## src/rtl/uart_frame_loader.sv

```systemverilog
// UART receiver that pairs bytes into 16-bit words and streams them to an SDRAM write port.
// Optional even-parity bit enabled by defining UART_FRAME_LOADER_PARITY_EN.
module uart_frame_loader #(
  parameter int CLK_HZ      = 50000000,
  parameter int BAUD        = 115200,
  parameter int FRAME_WORDS = 480000
) (
  input  logic        clk,
  input  logic        reset_n,
  input  logic        rx_pin,
  input  logic        wr_wait,
  input  logic        ovf_clr,
  output logic        wr_req,
  output logic [21:0] wr_addr,
  output logic [15:0] wr_data,
  output logic        byte_valid,
  output logic [7:0]  byte_data,
  output logic        frame_err,
  output logic        parity_err,
  output logic        frame_done,
  output logic        overflow
);

  localparam int          DIV       = CLK_HZ / (BAUD * 16);
  localparam logic [15:0] DIV_LAST  = (DIV > 1) ? 16'(DIV - 1) : 16'd0;
  localparam logic [21:0] ADDR_LAST = 22'(FRAME_WORDS - 1);

`ifdef UART_FRAME_LOADER_PARITY_EN
  typedef enum logic [2:0] {
    S_IDLE = 3'd0, S_START = 3'd1, S_DATA = 3'd2, S_STOP = 3'd3, S_BREAK = 3'd4, S_PARITY = 3'd5
  } state_t;
`else
  typedef enum logic [2:0] {
    S_IDLE = 3'd0, S_START = 3'd1, S_DATA = 3'd2, S_STOP = 3'd3, S_BREAK = 3'd4
  } state_t;
`endif

  logic        rx_meta, rx_sync;
  logic [15:0] div_cnt;
  logic        tick;
  state_t      state, state_n;
  logic [3:0]  tick_cnt, tick_cnt_n;
  logic [2:0]  bit_cnt, bit_cnt_n;
  logic [7:0]  shift, shift_n;
  logic        par_bad, par_bad_n;
  logic        good_byte, bad_frame, bad_parity;

  logic        have_low;
  logic [7:0]  low_byte;
  logic        push, pop, full, accept, drop;
  logic [15:0] push_word;
  logic [15:0] mem [4];
  logic [15:0] mem_n [4];
  logic [1:0]  wr_ptr, wr_ptr_n, rd_ptr, rd_ptr_n;
  logic [2:0]  count, count_n;
  logic [15:0] wr_data_n;
  logic        wr_req_n;

  // Two-flop synchronizer on the asynchronous serial line
  always_ff @(posedge clk or negedge reset_n) begin
    if (!reset_n) begin
      rx_meta <= 1'b1;
      rx_sync <= 1'b1;
    end else begin
      rx_meta <= rx_pin;
      rx_sync <= rx_meta;
    end
  end

  // Free-running 16x oversample tick generator
  always_ff @(posedge clk or negedge reset_n) begin
    if (!reset_n) begin
      div_cnt <= 16'd0;
      tick    <= 1'b0;
    end else if (div_cnt == DIV_LAST) begin
      div_cnt <= 16'd0;
      tick    <= 1'b1;
    end else begin
      div_cnt <= div_cnt + 16'd1;
      tick    <= 1'b0;
    end
  end

  // Receiver FSM state register
  always_ff @(posedge clk or negedge reset_n) begin
    if (!reset_n) begin
      state    <= S_IDLE;
      tick_cnt <= 4'd0;
      bit_cnt  <= 3'd0;
      shift    <= 8'd0;
      par_bad  <= 1'b0;
    end else begin
      state    <= state_n;
      tick_cnt <= tick_cnt_n;
      bit_cnt  <= bit_cnt_n;
      shift    <= shift_n;
      par_bad  <= par_bad_n;
    end
  end

  // Receiver FSM next state; samples land on tick 7 of the start bit, then every 16 ticks
  always_comb begin
    state_n    = state;
    tick_cnt_n = tick_cnt;
    bit_cnt_n  = bit_cnt;
    shift_n    = shift;
    par_bad_n  = par_bad;
    good_byte  = 1'b0;
    bad_frame  = 1'b0;
    bad_parity = 1'b0;
    case (state)
      S_IDLE: begin
        tick_cnt_n = 4'd0;
        bit_cnt_n  = 3'd0;
        par_bad_n  = 1'b0;
        if (!rx_sync) begin
          state_n = S_START;
        end else begin
          state_n = S_IDLE;
        end
      end
      S_START: begin
        if (tick && (tick_cnt == 4'd7)) begin
          tick_cnt_n = 4'd0;
          state_n    = rx_sync ? S_IDLE : S_DATA;
        end else if (tick) begin
          tick_cnt_n = tick_cnt + 4'd1;
        end else begin
          tick_cnt_n = tick_cnt;
        end
      end
      S_DATA: begin
        if (tick && (tick_cnt == 4'd15)) begin
          tick_cnt_n = 4'd0;
          shift_n    = {rx_sync, shift[7:1]};
          bit_cnt_n  = bit_cnt + 3'd1;
          if (bit_cnt == 3'd7) begin
`ifdef UART_FRAME_LOADER_PARITY_EN
            state_n = S_PARITY;
`else
            state_n = S_STOP;
`endif
          end else begin
            state_n = S_DATA;
          end
        end else if (tick) begin
          tick_cnt_n = tick_cnt + 4'd1;
        end else begin
          tick_cnt_n = tick_cnt;
        end
      end
`ifdef UART_FRAME_LOADER_PARITY_EN
      S_PARITY: begin
        if (tick && (tick_cnt == 4'd15)) begin
          tick_cnt_n = 4'd0;
          par_bad_n  = (rx_sync != (^shift));
          bad_parity = (rx_sync != (^shift));
          state_n    = S_STOP;
        end else if (tick) begin
          tick_cnt_n = tick_cnt + 4'd1;
        end else begin
          tick_cnt_n = tick_cnt;
        end
      end
`endif
      S_STOP: begin
        if (tick && (tick_cnt == 4'd15)) begin
          tick_cnt_n = 4'd0;
          if (rx_sync) begin
            good_byte = !par_bad;
            state_n   = S_IDLE;
          end else begin
            bad_frame = 1'b1;
            state_n   = S_BREAK;
          end
        end else if (tick) begin
          tick_cnt_n = tick_cnt + 4'd1;
        end else begin
          tick_cnt_n = tick_cnt;
        end
      end
      S_BREAK: begin
        if (rx_sync) begin
          state_n = S_IDLE;
        end else begin
          state_n = S_BREAK;
        end
      end
      default: begin
        state_n = S_IDLE;
      end
    endcase
  end

  // Registered byte strobes and error pulses
  always_ff @(posedge clk or negedge reset_n) begin
    if (!reset_n) begin
      byte_valid <= 1'b0;
      byte_data  <= 8'd0;
      frame_err  <= 1'b0;
      parity_err <= 1'b0;
    end else begin
      byte_valid <= good_byte;
      if (good_byte) begin
        byte_data <= shift;
      end else begin
        byte_data <= byte_data;
      end
      frame_err <= bad_frame;
`ifdef UART_FRAME_LOADER_PARITY_EN
      parity_err <= bad_parity;
`else
      parity_err <= 1'b0;
`endif
    end
  end

  // Byte pairing; any receive error drops a pending low byte so pairing realigns
  always_ff @(posedge clk or negedge reset_n) begin
    if (!reset_n) begin
      have_low <= 1'b0;
      low_byte <= 8'd0;
    end else if (byte_valid) begin
      have_low <= !have_low;
      low_byte <= have_low ? low_byte : byte_data;
    end else if (frame_err || parity_err) begin
      have_low <= 1'b0;
    end else begin
      have_low <= have_low;
    end
  end

  assign push      = byte_valid && have_low;
  assign push_word = {byte_data, low_byte};
  assign pop       = wr_req && !wr_wait;
  assign full      = (count == 3'd4);
  assign accept    = push && (!full || pop);
  assign drop      = push && full && !pop;

  // FIFO next state; the head is precomputed so wr_data leaves a flop
  always_comb begin
    mem_n = mem;
    if (accept) begin
      mem_n[wr_ptr] = push_word;
      wr_ptr_n      = wr_ptr + 2'd1;
    end else begin
      wr_ptr_n = wr_ptr;
    end
    if (pop) begin
      rd_ptr_n = rd_ptr + 2'd1;
    end else begin
      rd_ptr_n = rd_ptr;
    end
    case ({accept, pop})
      2'b10:   count_n = count + 3'd1;
      2'b01:   count_n = count - 3'd1;
      default: count_n = count;
    endcase
    wr_data_n = mem_n[rd_ptr_n];
    wr_req_n  = (count_n != 3'd0);
  end

  // FIFO storage, pointers and write-port outputs
  always_ff @(posedge clk or negedge reset_n) begin
    if (!reset_n) begin
      for (int i = 0; i < 4; i++) begin
        mem[i] <= 16'd0;
      end
      wr_ptr  <= 2'd0;
      rd_ptr  <= 2'd0;
      count   <= 3'd0;
      wr_req  <= 1'b0;
      wr_data <= 16'd0;
    end else begin
      mem     <= mem_n;
      wr_ptr  <= wr_ptr_n;
      rd_ptr  <= rd_ptr_n;
      count   <= count_n;
      wr_req  <= wr_req_n;
      wr_data <= wr_data_n;
    end
  end

  // Frame address counter with end-of-frame pulse
  always_ff @(posedge clk or negedge reset_n) begin
    if (!reset_n) begin
      wr_addr    <= 22'd0;
      frame_done <= 1'b0;
    end else if (pop && (wr_addr == ADDR_LAST)) begin
      wr_addr    <= 22'd0;
      frame_done <= 1'b1;
    end else if (pop) begin
      wr_addr    <= wr_addr + 22'd1;
      frame_done <= 1'b0;
    end else begin
      frame_done <= 1'b0;
    end
  end

  // Sticky overflow; a new drop outranks a clear in the same cycle
  always_ff @(posedge clk or negedge reset_n) begin
    if (!reset_n) begin
      overflow <= 1'b0;
    end else if (drop) begin
      overflow <= 1'b1;
    end else if (ovf_clr) begin
      overflow <= 1'b0;
    end else begin
      overflow <= overflow;
    end
  end

endmodule

```

## config.mk

```make
export PLATFORM = sky130hd
export DESIGN_NAME = uart_frame_loader
export DESIGN_NICKNAME = d
export VERILOG_FILES = /design/src/rtl/uart_frame_loader.sv
export SDC_FILE = /design/constraint.sdc
export NUM_CORES = 1
export LEC_CHECK = 0
export CORE_UTILIZATION = 42
export CTS_CLUSTER_SIZE = 40
export DETAILED_ROUTE_END_ITERATION = 10
export GPL_TIMING_DRIVEN = 0
export MAX_ROUTING_LAYER = met4
export PLACE_DENSITY_LB_ADDON = 0.12
export SLEW_MARGIN = 20
export SYNTH_ARGS = -nofsm -noshare
export SYNTH_HDL_FRONTEND = slang
export SYNTH_SLANG_ARGS = --single-unit
```

## constraint.sdc

```tcl
create_clock -name clk -period 7.8 [get_ports clk]
set_clock_uncertainty 0.2 [all_clocks]
set_input_delay 1.56 -clock clk [delete_from_list [all_inputs] [get_ports clk]]
set_output_delay 1.56 -clock clk [all_outputs]
set_load 0.005 [all_outputs]
```

==> tab_implementation.tex <==
\begin{tabular}{lr}
\hline
Metric & Value \\
\hline
\multicolumn{2}{l}{\textbf{Run status}} \\
Outcome & completed \\
\multicolumn{2}{l}{\textbf{Worst hold path}} \\
Worst hold-check path type & reg2reg \\
Hold Crit Start & rx\_meta \\
\multicolumn{2}{l}{\textbf{Final layout}} \\
Nets@finish & 852 \\
Post-layout util & 0.5130 \\
Area Overhead vs Synth & 18.97\% \\
Count of inserted antenna diode cells & 0 \\
Layout cells sized above 1 & 0.1167 \\
\multicolumn{2}{l}{\textbf{Clock tree}} \\
Sink count of the clock tree & 168 \\
Clk root buf & sky130\_fd\_sc\_hd\_\_clkbuf\_16 \\
Clock latency on the worst-skew pair & 430 ps \\
Clock transition at path regs & 70 ps \\
Hold-fix buffers, CTS & 0 \\
Number of buffers added by the clock tree synthesis step & 17 \\
Post-cts sizing count & 0 \\
Max Root-Sink Buffers & 2 \\
Clock tree from TritonCTS & yes \\
Number of levels in the clock H-tree & 4 \\
Number of buffers inserted to repair setup after CTS & 0 \\
\multicolumn{2}{l}{\textbf{GRT}} \\
Vias in the first global route & 6300 \\
Total grt overflow & 0 \\
Global-route wire length before repair & 33950 microns \\
Pin count of the biggest net entering global routing & 100 \\
Initial antenna violation count & 0 \\
Total GRT Usage & 0.2274 \\
\multicolumn{2}{l}{\textbf{Power and ir drop}} \\
Power density over the cells & 223.1 mW/mm\^{}2 \\
Static Leakage & 3.649 nW \\
Post-layout total power & 0.002155 W \\
Worst vdd ir & 0.1745 mV \\
\multicolumn{2}{l}{\textbf{Routing}} \\
DR pass1 iterations & 5 \\
Post-detailed-route DRC marker count & 0 \\
Number of DRC markers after the initial detailed-route iteration & 602 \\
Via Count & 6456 \\
Via density & 5.827 \\
Total Wirelength & 20440 microns \\
Number of nets still failing antenna checks after routing & 0 \\
Per-cell routed wire length & 18.44 microns \\
\multicolumn{2}{l}{\textbf{Yosys}} \\
Seq cells post-synth & 168 \\
Average size of a mapped cell & 10.68 sq um \\
Number of warnings issued by yosys & 0 \\
FFs w/ async S/R, synth & 1.000 \\
EDFF count, synth & 0 \\
Netlist area before placement & 0.008120 sq mm \\
Post-Syn Nets & 777 \\
Count of cell types in the netlist & 56 \\
Sequential cell area fraction in the yosys report & 0.5180 \\
Dominant register cell in the synthesized netlist & sky130\_fd\_sc\_hd\_\_dfrtp\_1 \\
Number of instances in the synthesized netlist & 760 \\
\multicolumn{2}{l}{\textbf{Worst setup path}} \\
Total buffers and inverters traversed by the critical path & 4 \\
Peak per-stage delay on the critical path & 490 ps \\
Nature of the critical path endpoint & flop \\
Critical Path Source & wr\_wait \\
Largest driver fanout on the critical path & 10 \\
CP top delay family & buffers and inverters \\
Arrival time of data at the critical path endpoint & 4430 ps \\
Critical path class & in2reg \\
Slowest library cell on the worst path & sky130\_fd\_sc\_hd\_\_clkdlybuf4s50\_1 \\
Type of element launching the critical path & primary input \\
Worst reg2reg path startpoint & count[0] \\
Ordered cell list for the critical path & clkdlybuf4s50\_1, nand2b\_1, buf\_4, clkbuf\_1, a21oi\_1, inv\_1, ha\_1, fa\_1, mux2\_2, or3\_1 \\
Data required time at the worst endpoint & 7910 ps \\
\multicolumn{2}{l}{\textbf{STA}} \\
Fin. max-slew vios & 0 \\
Achievable Freq & 0.2314 GHz \\
Tightest Pin Transition & 1098 ps \\
Worst slew margin relative to its limit & 0.2611 \\
Unrepaired setup endpoints after global routing & no \\
Setup-violating endpoint count in the final report & 0 \\
Final Hold Viols & 0 \\
Crit share post-route & 0.5541 \\
Final min period & 4322 ps \\
\multicolumn{2}{l}{\textbf{Floorplanning}} \\
Starting density of the core & 0.4312 \\
Die Area & 0.01989 sq mm \\
CORE AREA & 0.01883 sq mm \\
Die span in y & 141.0 microns \\
Io pins & 57 \\
Width of the die & 141.0 microns \\
Row Count & 50 \\
\multicolumn{2}{l}{\textbf{Job}} \\
Number of max-capacitance violations reported & 0 \\
\multicolumn{2}{l}{\textbf{Place}} \\
Final HPWL DP & 14810 microns \\
Count of input and output buffers & 55 \\
Last weighted congestion value of the routability-driven placer & 0.9592 \\
\hline
\end{tabular}
-- sequential cells by signal, indices dropped and copies added, names as in the netlist, 2 cells and up --
| register | flops |
|---|---|
| tick_cnt | 4 |
| wr_ptr | 2 |
| state | 3 |
| wr_data | 16 |
| rd_ptr | 2 |
| wr_addr | 22 |
| bit_cnt | 3 |
| div_cnt | 16 |
| mem | 64 |
| byte_data | 8 |
| count | 3 |
| low_byte | 8 |
| shift | 8 |
-- worst register-to-register path, stage by stage, from the launching register on --
cell                      delay [ps]
sky130_fd_sc_hd__dfrtp_1         440
sky130_fd_sc_hd__nor3b_1         530
sky130_fd_sc_hd__buf_2           330
sky130_fd_sc_hd__buf_1           460
sky130_fd_sc_hd__a21oi_1         240
sky130_fd_sc_hd__inv_1           100
sky130_fd_sc_hd__ha_1            210
sky130_fd_sc_hd__fa_1            430
sky130_fd_sc_hd__mux2_2          280
sky130_fd_sc_hd__or3_1           380
-- stage by stage --
step                      setup TNS [ps]  area [sq um]  hold WS [ps]  worst slack [ps]  instances
after floorplan                        0          8120         145.2              3837        760
after global placement           -294930          8996         147.7             -1799       1075
after detailed placement               0          9029         149.8              3037       1076
after CTS                              0          9661         159.0              3494       1108
after global routing                   0          9661         163.8              3345       1108
final                                  0          9661         157.6              3478       1108
-- synth_stat cells (all sizes together), types with 5 or more instances --
library cell  count  area, sq um
a21o             65        488.0
xor2              5        43.79
o21ai            16        83.83
xnor2            28        245.2
mux2             26        292.8
buf              32        167.7
clkbuf           30        112.6
or4               5        37.54
nor4             22        150.1
ha               11        137.6
inv              12        45.04
nand3            16        80.08
and3             10        63.81
nand4            74        462.9
a211oi           64        480.5
nand2            26        97.59
nor2             22        98.85
a21oi            73        365.4
dfrtp           166         4154
mux2i             8        87.59
-- path summary, 6_finish.rpt --
check	to	slack (ps)	depth (start not counted)
max	wr_req	3480	10
min	rx_sync	160	0
max reg2reg	wr_req	4090	9
min reg2reg	rx_sync	160	0
max in group asynchronous	rx_sync	5660	2
min in group asynchronous	wr_addr[10]	880	1
-- kinds of logic (layout without fill, tap and decap cells) --
kind of cell    count (synthesis)  after routing  synth area share
fa+ha+maj                      12             12           0.01941
flops                         168            168            0.5180
buf+inv                        74            162           0.04006
mux                            34             34           0.04684
compound gates                235            235            0.1937
xor+xnor                       33             33           0.03559
other cells                     1              1         0.0004618
simple gates                  203            203            0.1459
-- layout make-up --
type,instances,area [sq um]
plain buffers,62,280.3
repair buffers,56,583.1
flip-flops and latches,168,4207
multi-input cells,518,3588
inverters,12,45.04
clock buffers,20,466.7
fillers,1710,9170
clock inverters,12,165.2
well taps,260,325.3
-- metal layers --
layer  track usage  routed length [microns]
met1        0.3162                     9686
met4       0.07666                      250
met5             -                        0
met3       0.03974                     1179
met2        0.3362                     9320
-- where the power goes --
part / switching, W / internal (W) / leakage [nW]
registers: 0.0000390 / 0.000903 / 1.86
logic: 0.000205 / 0.000110 / 1.49
clock network: 0.000365 / 0.000533 / 0.299
-- placed cells by master (no fill, tap or decap), drive strengths merged, types with 2 or more instances in the layout --
cell type / n
dfrtp: 166
nand4: 74
a21oi: 73
a21o: 65
a211oi: 64
clkdlybuf4s50: 54
clkbuf: 50
buf: 34
xnor2: 28
mux2: 26
nand2: 26
nor2: 22
nor4: 22
nand3: 16
o21ai: 16
inv: 14
ha: 11
and3: 10
mux2i: 8
or4: 5
xor2: 5
o211ai: 4
or3: 4
nor3: 4
a22oi: 4
clkinv: 4
and2: 4
nand2b: 3
nor2b: 3
and4: 3
o2bb2ai: 3
bufinv: 3
clkinvlp: 3
dfstp: 2
o21bai: 2
(Power assumes the default switching activity.)
